==> src/rtl/alu_issue_stage_pkg.sv <==
// Shared types for the ALU issue stage: RV32I opcode/funct constants, ALU mode
// encoding and the decoded beat carried from decode to execute.
package alu_issue_stage_pkg;

  localparam logic [6:0] OPC_OP     = 7'b0110011;
  localparam logic [6:0] OPC_OP_IMM = 7'b0010011;
  localparam logic [6:0] OPC_LUI    = 7'b0110111;
  localparam logic [6:0] OPC_AUIPC  = 7'b0010111;
  localparam logic [6:0] OPC_BRANCH = 7'b1100011;

  localparam logic [2:0] F3_ADD_SUB = 3'b000;
  localparam logic [2:0] F3_SLL     = 3'b001;
  localparam logic [2:0] F3_SLT     = 3'b010;
  localparam logic [2:0] F3_SLTU    = 3'b011;
  localparam logic [2:0] F3_XOR     = 3'b100;
  localparam logic [2:0] F3_SR      = 3'b101;
  localparam logic [2:0] F3_OR      = 3'b110;
  localparam logic [2:0] F3_AND     = 3'b111;

  localparam logic [2:0] F3_BEQ  = 3'b000;
  localparam logic [2:0] F3_BNE  = 3'b001;
  localparam logic [2:0] F3_BLT  = 3'b100;
  localparam logic [2:0] F3_BGE  = 3'b101;
  localparam logic [2:0] F3_BLTU = 3'b110;
  localparam logic [2:0] F3_BGEU = 3'b111;

  localparam logic [6:0] F7_ZERO = 7'b0000000;
  localparam logic [6:0] F7_ALT  = 7'b0100000;

  typedef enum logic [3:0] {
    ALU_NULL,
    ALU_ADD,
    ALU_SUB,
    ALU_SHIFT_LEFT,
    ALU_SHIFT_RIGHT,
    ALU_SET_LESS_THAN,
    ALU_EQUAL,
    ALU_XOR,
    ALU_OR,
    ALU_AND
  } alu_op_t;

  typedef struct packed {
    alu_op_t operation;
    logic    is_signed;
  } alu_mode_t;

  typedef struct packed {
    logic [31:0] op_a;
    logic [31:0] op_b;
    alu_mode_t   mode;
    logic [4:0]  rd;
    logic        rd_we;
    logic        is_branch;
    logic        br_invert;
    logic        illegal;
  } issue_beat_t;

  localparam issue_beat_t BEAT_RESET = '0;

endpackage

==> src/rtl/alu_issue_stage_decoder.sv <==
// Combinational RV32I decode of OP, OP-IMM, LUI, AUIPC and BRANCH into ALU
// operands and mode; anything else becomes an illegal beat with zero operands.
module alu_op_decoder
  import alu_issue_stage_pkg::*;
(
  input  logic [31:0] i_instr,
  input  logic [31:0] i_pc,
  input  logic [31:0] i_rs1_data,
  input  logic [31:0] i_rs2_data,
  output issue_beat_t o_beat
);

  logic [6:0]  w_opcode;
  logic [2:0]  w_f3;
  logic [6:0]  w_f7;
  logic [4:0]  w_rd;
  logic        w_is_op;
  logic        w_f7_zero;
  logic        w_f7_alt;
  logic [31:0] w_imm_i;
  logic [31:0] w_imm_u;

  assign w_opcode  = i_instr[6:0];
  assign w_rd      = i_instr[11:7];
  assign w_f3      = i_instr[14:12];
  assign w_f7      = i_instr[31:25];
  assign w_is_op   = (w_opcode == OPC_OP);
  assign w_f7_zero = (w_f7 == F7_ZERO);
  assign w_f7_alt  = (w_f7 == F7_ALT);
  assign w_imm_i   = {{20{i_instr[31]}}, i_instr[31:20]};
  assign w_imm_u   = {i_instr[31:12], 12'h000};

  logic        w_legal;
  alu_op_t     w_op;
  logic        w_sgn;
  logic [31:0] w_a;
  logic [31:0] w_b;
  logic        w_br;
  logic        w_inv;

  always_comb begin
    // NOTE: every output of this block gets a default first, so no path can leave a latch behind.
    w_legal = 1'b0;
    w_op    = ALU_NULL;
    w_sgn   = 1'b0;
    w_a     = '0;
    w_b     = '0;
    w_br    = 1'b0;
    w_inv   = 1'b0;
    if (w_is_op || (w_opcode == OPC_OP_IMM)) begin
      // OP and OP-IMM share one funct3 map; only funct7 legality and operand b differ.
      w_a = i_rs1_data;
      w_b = w_is_op ? i_rs2_data : w_imm_i;
      case (w_f3)
        F3_ADD_SUB: begin
          w_op    = (w_is_op && w_f7_alt) ? ALU_SUB : ALU_ADD;
          w_legal = !w_is_op || w_f7_zero || w_f7_alt;
        end
        F3_SLL:  begin w_op = ALU_SHIFT_LEFT;    w_legal = w_f7_zero; end
        F3_SLT:  begin w_op = ALU_SET_LESS_THAN; w_sgn = 1'b1; w_legal = !w_is_op || w_f7_zero; end
        F3_SLTU: begin w_op = ALU_SET_LESS_THAN; w_legal = !w_is_op || w_f7_zero; end
        F3_XOR:  begin w_op = ALU_XOR;           w_legal = !w_is_op || w_f7_zero; end
        F3_SR:   begin w_op = ALU_SHIFT_RIGHT;   w_sgn = w_f7[5]; w_legal = w_f7_zero || w_f7_alt; end
        F3_OR:   begin w_op = ALU_OR;            w_legal = !w_is_op || w_f7_zero; end
        default: begin w_op = ALU_AND;           w_legal = !w_is_op || w_f7_zero; end
      endcase
    end else if (w_opcode == OPC_LUI) begin
      w_b = w_imm_u; w_op = ALU_ADD; w_legal = 1'b1;
    end else if (w_opcode == OPC_AUIPC) begin
      w_a = i_pc; w_b = w_imm_u; w_op = ALU_ADD; w_legal = 1'b1;
    end else if (w_opcode == OPC_BRANCH) begin
      w_a = i_rs1_data; w_b = i_rs2_data; w_br = 1'b1; w_legal = 1'b1;
      case (w_f3)
        F3_BEQ:  begin w_op = ALU_EQUAL; end
        F3_BNE:  begin w_op = ALU_EQUAL; w_inv = 1'b1; end
        F3_BLT:  begin w_op = ALU_SET_LESS_THAN; w_sgn = 1'b1; end
        F3_BGE:  begin w_op = ALU_SET_LESS_THAN; w_sgn = 1'b1; w_inv = 1'b1; end
        F3_BLTU: begin w_op = ALU_SET_LESS_THAN; end
        F3_BGEU: begin w_op = ALU_SET_LESS_THAN; w_inv = 1'b1; end
        default: begin w_legal = 1'b0; end
      endcase
    end
  end

  always_comb begin
    o_beat    = BEAT_RESET;
    o_beat.rd = w_rd;
    if (w_legal) begin
      o_beat.op_a           = w_a;
      o_beat.op_b           = w_b;
      o_beat.mode.operation = w_op;
      o_beat.mode.is_signed = w_sgn;
      o_beat.is_branch      = w_br;
      o_beat.br_invert      = w_inv;
      o_beat.rd_we          = !w_br && (w_rd != 5'd0);
    end else begin
      o_beat.illegal = 1'b1;
    end
  end

endmodule

==> src/rtl/alu_issue_stage.sv <==
// ALU issue stage: decodes one instruction per beat and presents it registered
// to execute, with an optional skid entry so in_ready comes straight from a flop.
module alu_issue_stage
  import alu_issue_stage_pkg::*;
#(
  parameter int SKID_BUFFER = 1
) (
  input  logic        clk,
  input  logic        rst_n,
  input  logic        flush,
  input  logic        in_valid,
  output logic        in_ready,
  input  logic [31:0] in_instr,
  input  logic [31:0] in_pc,
  input  logic [31:0] in_rs1_data,
  input  logic [31:0] in_rs2_data,
  output logic        out_valid,
  input  logic        out_ready,
  output logic [31:0] out_op_a,
  output logic [31:0] out_op_b,
  output alu_mode_t   out_mode,
  output logic [4:0]  out_rd,
  output logic        out_rd_we,
  output logic        out_is_branch,
  output logic        out_br_invert,
  output logic        out_illegal
);

  localparam bit USE_SKID = (SKID_BUFFER != 0);

  issue_beat_t w_dec;
  issue_beat_t r_main;
  issue_beat_t r_skid;
  logic        r_main_valid;
  logic        r_skid_valid;
  logic        w_in_fire;
  logic        w_out_fire;
  logic        w_main_load;
  logic        w_skid_load;

  alu_op_decoder u_decoder (
    .i_instr    (in_instr),
    .i_pc       (in_pc),
    .i_rs1_data (in_rs1_data),
    .i_rs2_data (in_rs2_data),
    .o_beat     (w_dec)
  );

  assign w_out_fire  = r_main_valid && out_ready;
  assign w_main_load = !r_main_valid || w_out_fire;
  assign in_ready    = USE_SKID ? !r_skid_valid : w_main_load;
  assign w_in_fire   = in_valid && in_ready;
  // Without a skid entry in_ready already implies w_main_load, so this never fires.
  assign w_skid_load = USE_SKID && w_in_fire && !w_main_load;

  always_ff @(posedge clk or negedge rst_n) begin
    // NOTE: state is updated with <= so every flop samples pre-edge values regardless of statement order.
    if (!rst_n) begin
      r_main_valid <= 1'b0;
      r_main       <= BEAT_RESET;
    end else if (flush) begin
      r_main_valid <= 1'b0;
    end else if (w_main_load) begin
      if (r_skid_valid) begin
        r_main_valid <= 1'b1;
        r_main       <= r_skid;
      end else if (w_in_fire) begin
        r_main_valid <= 1'b1;
        r_main       <= w_dec;
      end else begin
        r_main_valid <= 1'b0;
      end
    end
  end

  always_ff @(posedge clk or negedge rst_n) begin
    if (!rst_n) begin
      r_skid_valid <= 1'b0;
    end else if (flush) begin
      r_skid_valid <= 1'b0;
    end else if (w_main_load && r_skid_valid) begin
      r_skid_valid <= 1'b0;
    end else if (w_skid_load) begin
      r_skid_valid <= 1'b1;
    end
  end

  // NOTE: the skid payload is deliberately not reset; r_skid_valid qualifies it.
  always_ff @(posedge clk) begin
    if (w_skid_load) begin
      r_skid <= w_dec;
    end
  end

  assign out_valid     = r_main_valid;
  assign out_op_a      = r_main.op_a;
  assign out_op_b      = r_main.op_b;
  assign out_mode      = r_main.mode;
  assign out_rd        = r_main.rd;
  assign out_rd_we     = r_main.rd_we;
  assign out_is_branch = r_main.is_branch;
  assign out_br_invert = r_main.br_invert;
  assign out_illegal   = r_main.illegal;

endmodule

==> config.mk <==
export PLATFORM = sky130hd
export DESIGN_NAME = alu_issue_stage
export DESIGN_NICKNAME = d
export VERILOG_FILES = /design/src/rtl/alu_issue_stage_pkg.sv /design/src/rtl/alu_issue_stage_decoder.sv /design/src/rtl/alu_issue_stage.sv
export SDC_FILE = /design/constraint.sdc
export NUM_CORES = 1
export LEC_CHECK = 0
export CORE_UTILIZATION = 30
export CTS_BUF_LIST = sky130_fd_sc_hd__clkbuf_16
export CTS_CLUSTER_DIAMETER = 80
export DETAILED_ROUTE_END_ITERATION = 10
export GPL_TIMING_DRIVEN = 0
export PLACE_DENSITY = 0.53
export SLEW_MARGIN = 20
export SYNTH_ARGS = -nofsm -noshare
export SYNTH_HDL_FRONTEND = slang
export SYNTH_SLANG_ARGS = --single-unit
export TNS_END_PERCENT = 30
==> constraint.sdc <==
create_clock -name clk -period 3.9 [get_ports clk]
set_input_delay 0.78 -clock clk [delete_from_list [all_inputs] [get_ports clk]]
set_output_delay 0.78 -clock clk [all_outputs]
set_load 0.005 [all_outputs]
# Yosys cells after proc, flatten, opt, wreduce, memory -nomap -nowiden
# Cells that the tools add are included.
word_totals:
  regBits: 158
  output_inout_bits: 80
  wordCells: 112
op_classes:
  eq_ne: 13
  n_mux: 49
  bitwise_logic: 1
  n_reduce_logical: 29
ops:
  columns: ["operator", "n"]
  rows:
  - ["$mux W32", 9]
  - ["$mux W78", 2]
  - ["$mux W69", 1]
  - ["$mux W1", 27]
  - ["$pmux W4 S6", 1]
  - ["$eq A7 B6 Y1 const B", 3]
  - ["$mux W4", 4]
  - ["$eq A7 B5 Y1 const B", 2]
  - ["$eq A3 B3 Y1 const B", 4]
  - ["$eq A7 B7 Y1 const B", 1]
  - ["$logic_not A7 Y1", 1]
  - ["$eq A3 B2 Y1 const B", 2]
  - ["$logic_and A1 B1 Y1", 6]
  - ["$pmux W3 S2", 1]
  - ["$reduce_or A2 Y1", 3]
  - ["$reduce_or A6 Y1", 1]
  - ["$logic_not A1 Y1", 5]
  - ["$logic_or A1 B1 Y1", 5]
  - ["$reduce_bool A5 Y1", 1]
  - ["$reduce_bool A2 Y1", 2]
  - ["$reduce_or A4 Y1", 1]
  - ["$eq A3 B1 Y1 const B", 1]
  - ["$logic_not A3 Y1", 1]
  - ["$mux W3", 1]
  - ["other kinds (7)", 7]

# Logic depth before layout (Yosys ltp)
depth:
  ltp_word: 10
  ltp_mapped: 8

# Hierarchy
# From an unflattened synthesis, not the netlist that was laid out.
hier_totals:
  hier_cells: 608
  hier_area_um2: 7912.6
modules_own_cells:
  columns: ["module", "instances", "cells_each", "area_per_inst_um2", "seq_area_each_um2"]
  rows:
  - ["alu_issue_stage", 1, 339, 6268.5, 4344.2]
  - ["alu_op_decoder", 1, 269, 1644.1, 0.0]

# Worst setup path before layout
# No wires, ideal clock.
synth_timing:
  kind: "input to register"
  from: "input port out_ready"
  to: "register r_skid[0] in the netlist's numbering (enable)"
  setup_ns: 0.445
  t_arrival_ns: 2.821
  t_required_ns: 3.455
  slack_ns: 0.634
  path_stages: 2
  n_path_buf: 0
  cell_sequence: "nor2b_1 -> and3_1"
synth_via:
  elab_chain_len: 4
synth_lines:
  columns: ["item", "line_no", "rtl"]
  rows:
  - ["from (decl)", "alu_issue_stage.sv:18", "input logic out_ready,"]
  - ["$logic_and A1 B1 Y1", "alu_issue_stage.sv:49", "assign w_out_fire = r_main_valid && out_ready;"]
  - ["$logic_or A1 B1 Y1", "alu_issue_stage.sv:50", "assign w_main_load = !r_main_valid || w_out_fire;"]
  - ["$logic_not A1 Y1", "alu_issue_stage.sv:54", "assign w_skid_load = USE_SKID && w_in_fire && !w_main_load;"]
  - ["$logic_and A1 B1 Y1", "alu_issue_stage.sv:54", null]
  - ["via w_skid_load", "alu_issue_stage.sv:39", "logic w_skid_load;"]
  - ["to (signal assigned)", "alu_issue_stage.sv:91", "r_skid <= w_dec;"]
  - ["to (decl)", "alu_issue_stage.sv:33", "issue_beat_t r_skid;"]
# The timed path passes the listed nets, and every way through them passes these cells.
# A chain may end at the register's enable or synchronous reset.

# Worst setup path in the final report
layout_timing:
  from: "input port in_instr[1]"
  to: "register r_main, in the netlist out_op_a[30]"
layout_via:
  elab_chain_len: 9
  word_cells_on_any_way: 21
  cone_classes: "5 x eq/ne; 12 x mux; 4 x reduce/logical"
layout_lines:
  columns: ["item", "line_no", "rtl"]
  rows:
  - ["from (decl)", "alu_issue_stage.sv:13", "input logic [31:0] in_instr,"]
  - ["$eq A7 B6 Y1", "alu_issue_stage_decoder.sv:27", "assign w_is_op = (w_opcode == OPC_OP);"]
  - ["$logic_not A1 Y1", null, null]
  - ["$logic_or A1 B1 Y1", null, null]
  - ["$logic_or A1 B1 Y1", "alu_issue_stage_decoder.sv:57", "w_legal = !w_is_op || w_f7_zero || w_f7_alt;"]
  - ["$pmux W1 S3", "alu_issue_stage_decoder.sv:54", "case (w_f3)"]
  - ["$mux W1", "alu_issue_stage_decoder.sv:50", "if (w_is_op || (w_opcode == OPC_OP_IMM)) begin"]
  - ["$mux W69 *", "alu_issue_stage_decoder.sv:88", "if (w_legal) begin"]
  - ["$mux W78 *", "alu_issue_stage.sv:67", "end else if (w_in_fire) begin"]
  - ["$mux W78 *", "alu_issue_stage.sv:64", "if (r_skid_valid) begin"]
  - ["to (signal assigned)", "alu_issue_stage.sv:66", "r_main <= r_skid;"]
  - ["to (signal assigned)", "alu_issue_stage.sv:69", "r_main <= w_dec;"]
  - ["to (decl)", "alu_issue_stage.sv:32", "issue_beat_t r_main;"]
# Mark *: on every way between the ends. The rest lies on a longest branch, timed or not. The select of a mux whose other input is x is not followed.

==> flow_summary.ini <==
[logic_synthesis]
ys_seq_elements = 158
synth_cell_type_count = 45
synth_edf_count = 78
netlist_instances = 681
synth-seq-area-share = 0.607
syn_area_per_cell_sq_um = 10.5
syn_nets = 814
synth-warning-count = 0
synth_area_sq_um = 7160
synthArstFlopShare = 0.506
synthFlopType = dfrtp_1

[global_route]
grt_pass1_wl_microns = 36500
grt_use_total = 0.201
antenna_found_initial = 1
grt_start_max_net_pins = 57
grt_overflow = 0
grt_pass1_vias = 6087

[drt]
drc = 0
wl_per_cell_microns = 19.3
wl_met3_microns = 1010
dr.first_iter.drc_count = 351
vias_per_cell = 5.04
top_layer_used = met4
wl_met1_microns = 11000
met2_length_microns = 11500
drtAntennaViolNets = 0
wirelength_microns = 24000
dr.pass1.iters = 5
vias = 6276

[min_path]
hold_path_class = primary input to async pin

[power_and_ir_drop]
p_sw_mw = 1.06
clockPowerShare = 0.406
combPwrFrac = 0.142
seqPwrFrac = 0.452
p_int_mw = 3.16
p_per_area_nw_per_um2 = 409
power_leakage_nw = 3.70
swShare = 0.250
p_total_mw = 4.22
ir_worst_vdd_mv = 0.247

[place]
place.gp.congestion = 0.872
dp_slack_ns = 0.267
dp.cells = 1212
numPortBuffers = 210
dp_hpwl_microns = 17100

[sta]
worst_pin_slew_ns = 0.985
drv_slew = 0
min_period_ns = 3.17
rsz0062_at_grt = false
max_freq_ghz = 0.315
setup_violations = 0
period_share = 0.814
fin_worst_skew_ns = 0.00855
hold_violations = 0
setup_ws_ns = 0.726
relSlewSlack = 0.344

[worst_setup_path]
slowest_delay_ns = 0.84
crit_path_max_fanout = 10
end_kind = flop
crit_type = primary input to flop
path_cells = clkdlybuf4s50_1 -> nand4bb_1 -> a21oi_1 -> clkbuf_1 -> a22oi_1 -> o21ai_0
arrival_ns = 3.51
cp-start-kind = primary input
path_delay_family = compound AO/OA/AOI/OAI gates
path_buf_inv = 2
worst_path_max_delay_cell = a21oi_1
cp.required_ns = 4.24

[clock_tree]
cts_made_buffers = 17
cts_sinks = 158
cts.htree.levels = 4
cts.repair.resized = 0
cts_buffer_depth = 2
postCtsHoldBufs = 0
root_buffer = clkbuf_16
cts_setup_buffers = 0
insertion_delay_ns = 0.43
clk_pin_slew_ns = 0.07
cts_tree = done

[floorplanning]
die_w_microns = 157
rows = 56
ios = 213
die_area_sq_um = 24500
start_util = 0.305
core_sq_um = 23500
die_y_microns = 157

[layout]
fin_nets = 1045
layout_commonest_cell = clkdlybuf4s50_1
drive_gt1_frac = 0.0627
stdcell_count = 1245
area_delta_synth_final_pct = 44.2
final_cell_mix = clkdlybuf4s50_1, nor2_1, dfrtp_1, edfxtp_1, a21oi_1

[flow_run]
maxCapViolCount = 0

[outcome]
status = completed
[flip-flops by register name, summed over array words and instances, names as in the netlist]
| name | flops |
|---|---|
| out_is_branch | 1 |
| out_rd_we | 1 |
| out_mode | 5 |
| out_rd | 5 |
| out_op_a | 32 |
| out_illegal | 1 |
| r_skid_valid | 1 |
| out_valid | 1 |
| out_op_b | 32 |
| out_br_invert | 1 |
| r_skid | 78 |
[power groups by stage]
stage          logic (mW)  clock network [mW]  registers (mW)
6_report            0.601                1.71            1.91
5_1_grt             0.654                1.81            1.92
4_1_cts             0.607                1.75            1.91
3_5_place_dp        0.604                   0            1.94
3_3_place_gp        0.596                   0            1.94
2_1_floorplan       0.186                   0            1.94
[worst paths after layout]
path	end	slack (ns)	start	cells after the start
max reg2reg	out_op_b[11]	1.46	out_valid	7
min reg2reg	out_rd[0]	0.48	out_rd[0]	2
max in group asynchronous	out_op_b[30]	3.08	rst_n	2
max	out_op_a[30]	0.73	in_instr[1]	6
min	out_op_a[26]	0.21	rst_n	1
min in group clk	out_rd[0]	0.48	out_rd[0]	2
[layer usage]
layer | vias up | global-route usage
met1 | 3100 | 0.276
met3 | 26 | 0.0341
met5 | - | 0
met4 | 0 | 0.0640
li1 | 2983 | -
met2 | 167 | 0.321
[per-stage QoR]
| stage | TNS, ns | hold WS, ns | instance area, sq um | util |
|---|---|---|---|---|
| floorplan | 0 | 0.473 | 7160 | - |
| global placement | -191.87 | 0.462 | 9660 | 0.412 |
| detailed placement | 0 | 0.471 | 9720 | 0.414 |
| CTS | 0 | 0.214 | 10300 | 0.440 |
| global route | 0 | 0.221 | 10300 | 0.440 |
| finish | 0 | 0.209 | 10300 | 0.440 |
[area by class of cell]
type                            instances  area [sq um]
Antenna cell                            1          2.50
Timing Repair Buffer                  212          2160
Sequential cell                       158          4340
Tap cell                              319           399
Multi-Input combinational cell        461          2550
Clock inverter                         15           173
Clock buffer                           17           425
Inverter                                3          11.3
Fill cell                            2279         13100
Buffer                                 59           265
[Yosys cell counts (10+ instances only)]
| master | n | area share |
|---|---|---|
| dfrtp_1 | 80 | 0.28 |
| a22oi_1 | 43 | 0.045 |
| o22ai_1 | 35 | 0.031 |
| and3_1 | 37 | 0.032 |
| nor2_1 | 134 | 0.070 |
| a2bb2oi_1 | 20 | 0.024 |
| o21ai_0 | 36 | 0.025 |
| nand2_1 | 15 | 0.0079 |
| clkbuf_1 | 40 | 0.021 |
| buf_2 | 14 | 0.0098 |
| o21ai_1 | 10 | 0.0070 |
| a21oi_1 | 77 | 0.054 |
| edfxtp_1 | 78 | 0.33 |
[cells by family (layout without fill, tap and decap cells)]
| family | count (synthesis) | count (layout) | synth area share |
|---|---|---|---|
| muxes | 5 | 5 | 0.00699 |
| other | 0 | 1 | 0 |
| and+or+nand+nor | 222 | 222 | 0.147 |
| DFF | 158 | 158 | 0.607 |
| AOI/OAI and AO/OA | 232 | 232 | 0.199 |
| buffers and inverters | 62 | 306 | 0.0386 |
| xor gates and xnor gates | 2 | 2 | 0.00245 |
(Power assumes the default switching activity.)
